### src/rtl/ad_ip_jesd204_tpl_cfg_master.sv
// Single-outstanding AXI4-Lite master that turns a cmd/rsp handshake into
// register accesses on the JESD204 TPL configuration port, with a per-transaction timeout.
module ad_ip_jesd204_tpl_cfg_master #(
  parameter int ADDRESS_WIDTH  = 12,
  parameter int TIMEOUT_CYCLES = 1024
) (
  input  logic                     up_clk,
  input  logic                     up_rst,

  input  logic                     cmd_valid,
  output logic                     cmd_ready,
  input  logic                     cmd_wr,
  input  logic [ADDRESS_WIDTH-1:0] cmd_addr,
  input  logic [31:0]              cmd_wdata,

  output logic                     rsp_valid,
  input  logic                     rsp_ready,
  output logic [31:0]              rsp_rdata,
  output logic [1:0]               rsp_resp,
  output logic                     rsp_timeout,

  output logic                     m_axi_awvalid,
  input  logic                     m_axi_awready,
  output logic [ADDRESS_WIDTH-1:0] m_axi_awaddr,
  output logic [2:0]               m_axi_awprot,

  output logic                     m_axi_wvalid,
  input  logic                     m_axi_wready,
  output logic [31:0]              m_axi_wdata,
  output logic [3:0]               m_axi_wstrb,

  input  logic                     m_axi_bvalid,
  output logic                     m_axi_bready,
  input  logic [1:0]               m_axi_bresp,

  output logic                     m_axi_arvalid,
  input  logic                     m_axi_arready,
  output logic [ADDRESS_WIDTH-1:0] m_axi_araddr,
  output logic [2:0]               m_axi_arprot,

  input  logic                     m_axi_rvalid,
  output logic                     m_axi_rready,
  input  logic [31:0]              m_axi_rdata,
  input  logic [1:0]               m_axi_rresp
);

  typedef enum logic [2:0] {
    S_IDLE,
    S_WRITE,
    S_READ,
    S_RSP,
    S_TO_RSP,
    S_DRAIN
  } state_t;

  localparam int              CNT_W   = $clog2(TIMEOUT_CYCLES + 2);
  localparam logic [CNT_W-1:0] CNT_MAX = CNT_W'(TIMEOUT_CYCLES);
  localparam bit              TIMEOUT_EN = (TIMEOUT_CYCLES != 0);

  state_t                     state;
  state_t                     state_next;

  logic [ADDRESS_WIDTH-1:0]   addr_q;
  logic [31:0]                wdata_q;
  logic                       is_wr;
  logic                       aw_done;
  logic                       w_done;
  logic                       axi_done;
  logic [CNT_W-1:0]           timeout_cnt;

  logic                       accept;
  logic                       aw_hs;
  logic                       w_hs;
  logic                       ar_hs;
  logic                       b_ok;
  logic                       r_ok;
  logic                       axi_cmpl;
  logic                       timeout_hit;
  logic                       busy;

  // NOTE: cmd_ready is the only decoded output; gating it with the async reset
  // keeps it low for the whole reset pulse, not just from the next edge.
  assign cmd_ready = (state == S_IDLE) && !up_rst;
  assign accept    = cmd_valid && cmd_ready;

  assign aw_hs = m_axi_awvalid && m_axi_awready;
  assign w_hs  = m_axi_wvalid  && m_axi_wready;
  assign ar_hs = m_axi_arvalid && m_axi_arready;
  // A write response only counts once both address and data were accepted earlier.
  assign b_ok  = m_axi_bvalid && m_axi_bready && aw_done && w_done;
  assign r_ok  = m_axi_rvalid && m_axi_rready;

  assign axi_cmpl    = is_wr ? b_ok : r_ok;
  assign timeout_hit = TIMEOUT_EN && (timeout_cnt == CNT_MAX);
  assign busy        = (state == S_WRITE) || (state == S_READ);

  assign m_axi_awaddr = addr_q;
  assign m_axi_araddr = addr_q;
  assign m_axi_wdata  = wdata_q;
  assign m_axi_awprot = 3'b000;
  assign m_axi_arprot = 3'b000;
  assign m_axi_wstrb  = 4'hf;

  // NOTE: non-blocking assignments so every register samples pre-edge values.
  always_ff @(posedge up_clk or posedge up_rst) begin
    if (up_rst) begin
      state <= S_IDLE;
    end else begin
      state <= state_next;
    end
  end

  // NOTE: next state defaults to the current one so no latch is inferred.
  always_comb begin
    state_next = state;
    case (state)
      S_IDLE: begin
        if (accept) state_next = cmd_wr ? S_WRITE : S_READ;
      end
      S_WRITE, S_READ: begin
        if (axi_cmpl)         state_next = S_RSP;
        else if (timeout_hit) state_next = S_TO_RSP;
      end
      S_RSP: begin
        if (rsp_ready) state_next = S_IDLE;
      end
      S_TO_RSP: begin
        if (rsp_ready) state_next = (axi_done || axi_cmpl) ? S_IDLE : S_DRAIN;
      end
      S_DRAIN: begin
        if (axi_cmpl) state_next = S_IDLE;
      end
      default: state_next = S_IDLE;
    endcase
  end

  always_ff @(posedge up_clk or posedge up_rst) begin
    if (up_rst) begin
      addr_q        <= '0;
      wdata_q       <= '0;
      is_wr         <= 1'b0;
      aw_done       <= 1'b0;
      w_done        <= 1'b0;
      axi_done      <= 1'b0;
      timeout_cnt   <= '0;
      m_axi_awvalid <= 1'b0;
      m_axi_wvalid  <= 1'b0;
      m_axi_bready  <= 1'b0;
      m_axi_arvalid <= 1'b0;
      m_axi_rready  <= 1'b0;
      rsp_valid     <= 1'b0;
      rsp_rdata     <= '0;
      rsp_resp      <= '0;
      rsp_timeout   <= 1'b0;
    end else begin
      if (accept) begin
        addr_q        <= cmd_addr;
        wdata_q       <= cmd_wdata;
        is_wr         <= cmd_wr;
        aw_done       <= 1'b0;
        w_done        <= 1'b0;
        axi_done      <= 1'b0;
        timeout_cnt   <= '0;
        m_axi_awvalid <= cmd_wr;
        m_axi_wvalid  <= cmd_wr;
        m_axi_bready  <= cmd_wr;
        m_axi_arvalid <= !cmd_wr;
        m_axi_rready  <= !cmd_wr;
      end else begin
        // Channels keep running after a timeout until the slave finishes.
        if (aw_hs) begin
          m_axi_awvalid <= 1'b0;
          aw_done       <= 1'b1;
        end
        if (w_hs) begin
          m_axi_wvalid <= 1'b0;
          w_done       <= 1'b1;
        end
        if (ar_hs) m_axi_arvalid <= 1'b0;
        if (b_ok)  m_axi_bready  <= 1'b0;
        if (r_ok)  m_axi_rready  <= 1'b0;
        if (axi_cmpl) axi_done <= 1'b1;
        if (busy && (timeout_cnt != CNT_MAX)) timeout_cnt <= timeout_cnt + CNT_W'(1);
      end

      if (busy && axi_cmpl) begin
        rsp_valid   <= 1'b1;
        rsp_resp    <= is_wr ? m_axi_bresp : m_axi_rresp;
        rsp_rdata   <= is_wr ? 32'h0 : m_axi_rdata;
        rsp_timeout <= 1'b0;
      end else if (busy && timeout_hit) begin
        rsp_valid   <= 1'b1;
        rsp_resp    <= 2'b10;
        rsp_rdata   <= 32'h0;
        rsp_timeout <= 1'b1;
      end else if (rsp_valid && rsp_ready) begin
        rsp_valid <= 1'b0;
      end
    end
  end

endmodule

### config.mk
export PLATFORM = sky130hd
export DESIGN_NAME = ad_ip_jesd204_tpl_cfg_master
export DESIGN_NICKNAME = d
export VERILOG_FILES = /design/src/rtl/ad_ip_jesd204_tpl_cfg_master.sv
export SDC_FILE = /design/constraint.sdc
export NUM_CORES = 1
export LEC_CHECK = 0
export ABC_AREA = 1
export CAP_MARGIN = 20
export CORE_AREA = 2 2 93 117
export DETAILED_ROUTE_END_ITERATION = 10
export DIE_AREA = 0 0 95 119
export GPL_ROUTABILITY_DRIVEN = 0
export PLACE_DENSITY = 0.85
export SYNTH_ARGS = -nofsm -noshare
export SYNTH_HDL_FRONTEND = slang
export SYNTH_SLANG_ARGS = --single-unit
### constraint.sdc
create_clock -name up_clk -period 9.65 [get_ports up_clk]
set_clock_uncertainty 0.15 [all_clocks]
set_input_delay 2.4125 -clock up_clk [delete_from_list [all_inputs] [get_ports up_clk]]
set_output_delay 2.4125 -clock up_clk [all_outputs]
set_load 0.005 [all_outputs]
==> impl_metrics.csv <==
group,metric,value,unit
status,run_status,"finished, final reports clean",
cells_and_area,layoutNonFillerInstCount,857,
floorplanning,placement_rows,42,
global_route,first_global_vias,4106,
global_route,grt_overflow_total,0,
route,detail_route.drc_violations,0,
floorplanning,chipHeight,119,µm
sta,max_slew.worst_pin.slew,0.907,ns
floorplanning,top_level_ports,198,
sta,layout_worst_path_cycle_share,0.638,
pwr,cellLeakagePower,3.31,nW
worst_setup_path,critical_path_required,7.09,ns
route,viasPerCell,4.82,
clock_network,tritoncts.num_buffers,9,
logic_synthesis,netlist_area,4590,µm²
sta,timing_max_transition_violations_final,0,
sta,setup-tns-final,0,ns
route,drt-initial-drc-count,254,
pwr,intPower,1.21,mW
route,antenna_violating_nets_post_route,0,
sta,post_layout_min_period,6.16,ns
clock_network,cts-root-buf,"sky130_fd_sc_hd__clkbuf_16",
cells_and_area,design.final.nets,812,
logic_synthesis,synthAdderAreaFrac,0.00545,
logic_synthesis,postSynthCellCount,551,
logic_synthesis,synth.lib_cells_used.distinct,26,
sta,hold_viol_final,0,
worst_setup_path,critPathMaxFanout,2,
logic_synthesis,synth_area_leaders,"sky130_fd_sc_hd__dfrtp_1 56%, sky130_fd_sc_hd__nand2_1 23%, sky130_fd_sc_hd__buf_4 3.6%, sky130_fd_sc_hd__inv_1 2.4%, sky130_fd_sc_hd__nand3_1 2.0%",
clock_network,post-cts-setup-buffers,0,
global_route,grt_start_max_net_pins,66,
clock_network,cts-root-to-sink-buffers,2,
logic_synthesis,post_synth_edffs,0,
logic_synthesis,yosysSeqAreaShare,0.562,
pwr,netSwitchingFraction,0.333,
floorplanning,start_util,0.443,
worst_setup_path,crit_path_start_kind,"input pin",
logic_synthesis,yosysTopAreaCellShare,0.562,
min_path,worst_hold_path.num_cells,2,
placement,numPlacedInstances,841,
route,drt-total-wl,11.9,mm
placement,place.detailed.hpwl,8.59,mm
placement,placed_cell_area,6410,µm²
clock_network,cts_repair_resize_count,0,
clock_network,cts_clk_pin_slew_worst_paths,0.08,ns
pwr,power_per_cell_area,271,nW/µm²
clock_network,clk_latency,0.34,ns
logic_synthesis,synth_mux_area_frac,0,
cells_and_area,final_area,6700,µm²
pwr,switchingPower,0.604,mW
min_path,worstHoldPathType,"register to register",
logic_synthesis,synth_top_family_by_area,"simple AND/OR/NAND/NOR gates",
worst_setup_path,timing.reg2reg.worst_path_depth,7,
sta,max_slew_margin,0.394,
logic_synthesis,postSynthRegisterBits,103,
worst_setup_path,setup.worst_path.class,"input pin to output port",
route,dr_total_vias,4127,
logic_synthesis,ys_warn_count,0,
clock_network,clock_sinks,103,
worst_setup_path,arrival,3.59,ns
floorplanning,die-area,11300,µm²
cells_and_area,area.growth.synth_to_final,46.0,%
logic_synthesis,synthFlopType,"sky130_fd_sc_hd__dfrtp_1",
route,drt-wirelength-per-cell,13.9,µm
logic_synthesis,post_synth_xor_area_fraction,0.00191,
route,drtPass1Iterations,6,
pwr,vdd.ir_drop.worst,0.163,mV
floorplanning,design.core.area,10400,µm²
pwr,comb_power_share,0.416,
sta,setup_viol,0,
clock_network,postCtsHoldBufs,0,
cells_and_area,antennaDiodeCount,0,
logic_synthesis,synth_async_sr_flop_share,1.00,
pwr,power.sequential.fraction,0.390,
logic_synthesis,synthSimpleGateAreaFrac,0.309,
sta,setup_repair_after_global_routing_missed_its_margin,"no",
logic_synthesis,netlist.top_cell.by_area,"sky130_fd_sc_hd__dfrtp_1",
clock_network,tritoncts,"yes",
logic_synthesis,synth-compound-area-share,0.0311,
global_route,grt_first_pass_wirelength,19.3,mm
clock_network,htree_num_levels,3,
worst_setup_path,end_kind,"output port",
global_route,grt.total_usage,0.216,
pwr,totalPowerFinal,1.82,mW
pwr,clock_power_share,0.194,
cells_and_area,filler_cell_count,847,
global_route,antenna_found_initial,0,
sta,worst_hold_slack,0.323,ns
logic_synthesis,netlist_top_cells_count,"277 x sky130_fd_sc_hd__nand2_1, 103 x sky130_fd_sc_hd__dfrtp_1, 29 x sky130_fd_sc_hd__inv_1",
placement,port_buffers,187,
sta,timing.fmax,162,MHz
logic_synthesis,synth_area_per_cell,8.33,µm²
flow_run,max_cap_violations,0,
logic_synthesis,synth_most_common_cell,"sky130_fd_sc_hd__nand2_1",
cells_and_area,drive_above_1_share,0.0579,
floorplanning,fp.dieW,95,µm
## power groups by stage
stage | logic [mW] | registers [mW] | clock network (mW)
final | 0.755 | 0.708 | 0.352
after global routing | 0.836 | 0.731 | 0.380
after CTS | 0.764 | 0.709 | 0.362
after detailed placement | 0.759 | 0.713 | 0
after global placement | 0.734 | 0.705 | 0
after floorplan | 0.327 | 0.716 | 0
## kinds of logic after synthesis
kind of cell,Yosys count
AOI/OAI and AO/OA,28
DFF,103
xor gates and xnor gates,1
other,2
and+or+nand+nor,343
adders and majority gates,2
buffers and inverters,72
## path summary, 6_finish.rpt
check	startpoint	endpoint	slack, ns
max in group asynchronous	up_rst	rsp_rdata[26]	5.74
hold reg to reg	rsp_rdata[25]	rsp_rdata[25]	0.32
setup / recovery	up_rst	cmd_ready	3.49
hold / removal	rsp_rdata[25]	rsp_rdata[25]	0.32
min in group asynchronous	up_rst	rsp_rdata[0]	2.39
setup reg to reg	state[0]	m_axi_bready	6.84
## sequential cells by signal, summed over array words and instances (netlist names)
name and flops:
m_axi_awvalid 1, m_axi_bready 1, rsp_timeout 1, is_wr 1, m_axi_rready 1, m_axi_araddr 12, aw_done 1, w_done 1
axi_done 1, rsp_rdata 32, m_axi_wdata 32, rsp_valid 1, m_axi_wvalid 1, rsp_resp 2, timeout_cnt 11, m_axi_arvalid 1
state 3
## routing by layer
layer  vias up  wire [µm]  GRT usage
met5         -          0          0
met4         0        417     0.0951
met3        32        873     0.0620
met2       170       5950      0.363
met1      1924       4660      0.253
li1       2001          -          -
## layout by cell type (no fill, tap or decap)
cell type	count
sky130_fd_sc_hd__clkbuf_16	9
sky130_fd_sc_hd__nand4_1	9
sky130_fd_sc_hd__inv_1	28
sky130_fd_sc_hd__nor2_1	16
sky130_fd_sc_hd__o31ai_1	1
sky130_fd_sc_hd__nor2_2	1
sky130_fd_sc_hd__inv_2	4
sky130_fd_sc_hd__clkinvlp_4	3
sky130_fd_sc_hd__nand2_4	2
sky130_fd_sc_hd__conb_1	10
sky130_fd_sc_hd__clkinv_4	1
sky130_fd_sc_hd__clkbuf_8	1
sky130_fd_sc_hd__nand3_2	1
sky130_fd_sc_hd__a21oi_1	5
sky130_fd_sc_hd__nand3_1	18
sky130_fd_sc_hd__nor3_1	3
sky130_fd_sc_hd__o21ai_1	7
sky130_fd_sc_hd__inv_8	2
sky130_fd_sc_hd__o21ai_0	15
sky130_fd_sc_hd__dfrtp_1	103
sky130_fd_sc_hd__nand3b_1	1
sky130_fd_sc_hd__nand2_2	12
sky130_fd_sc_hd__buf_4	1
sky130_fd_sc_hd__ha_1	2
sky130_fd_sc_hd__inv_4	1
sky130_fd_sc_hd__xor2_1	1
sky130_fd_sc_hd__buf_16	1
sky130_fd_sc_hd__nand2_1	277
sky130_fd_sc_hd__nor2_4	3
sky130_fd_sc_hd__clkdlybuf4s50_1	187
## cell type report
cell class / count / area, µm² / area share
sequential: 103 / 2580 / 0.385
timing repair buffer: 189 / 1910 / 0.285
multi-input combinational: 384 / 1630 / 0.243
clock buffer: 10 / 239 / 0.0357
tap: 132 / 165 / 0.0247
inverter: 33 / 126 / 0.0189
clock inverter: 6 / 53.8 / 0.00803
## worst max-delay path, stage by stage
cell	delay (ns)
sky130_fd_sc_hd__clkdlybuf4s50_1	0.50
sky130_fd_sc_hd__nor2_4	0.17
sky130_fd_sc_hd__clkdlybuf4s50_1	0.51
## through the flow
stage	utilization	setup slack (ns)
3_5_place_dp	0.619	3.49
6_report	0.647	3.49
5_1_grt	0.647	3.44
2_1_floorplan	-	4.16
3_3_place_gp	0.616	3.49
4_1_cts	0.647	3.49
No activity file was read; power rests on OpenSTA's default activity.
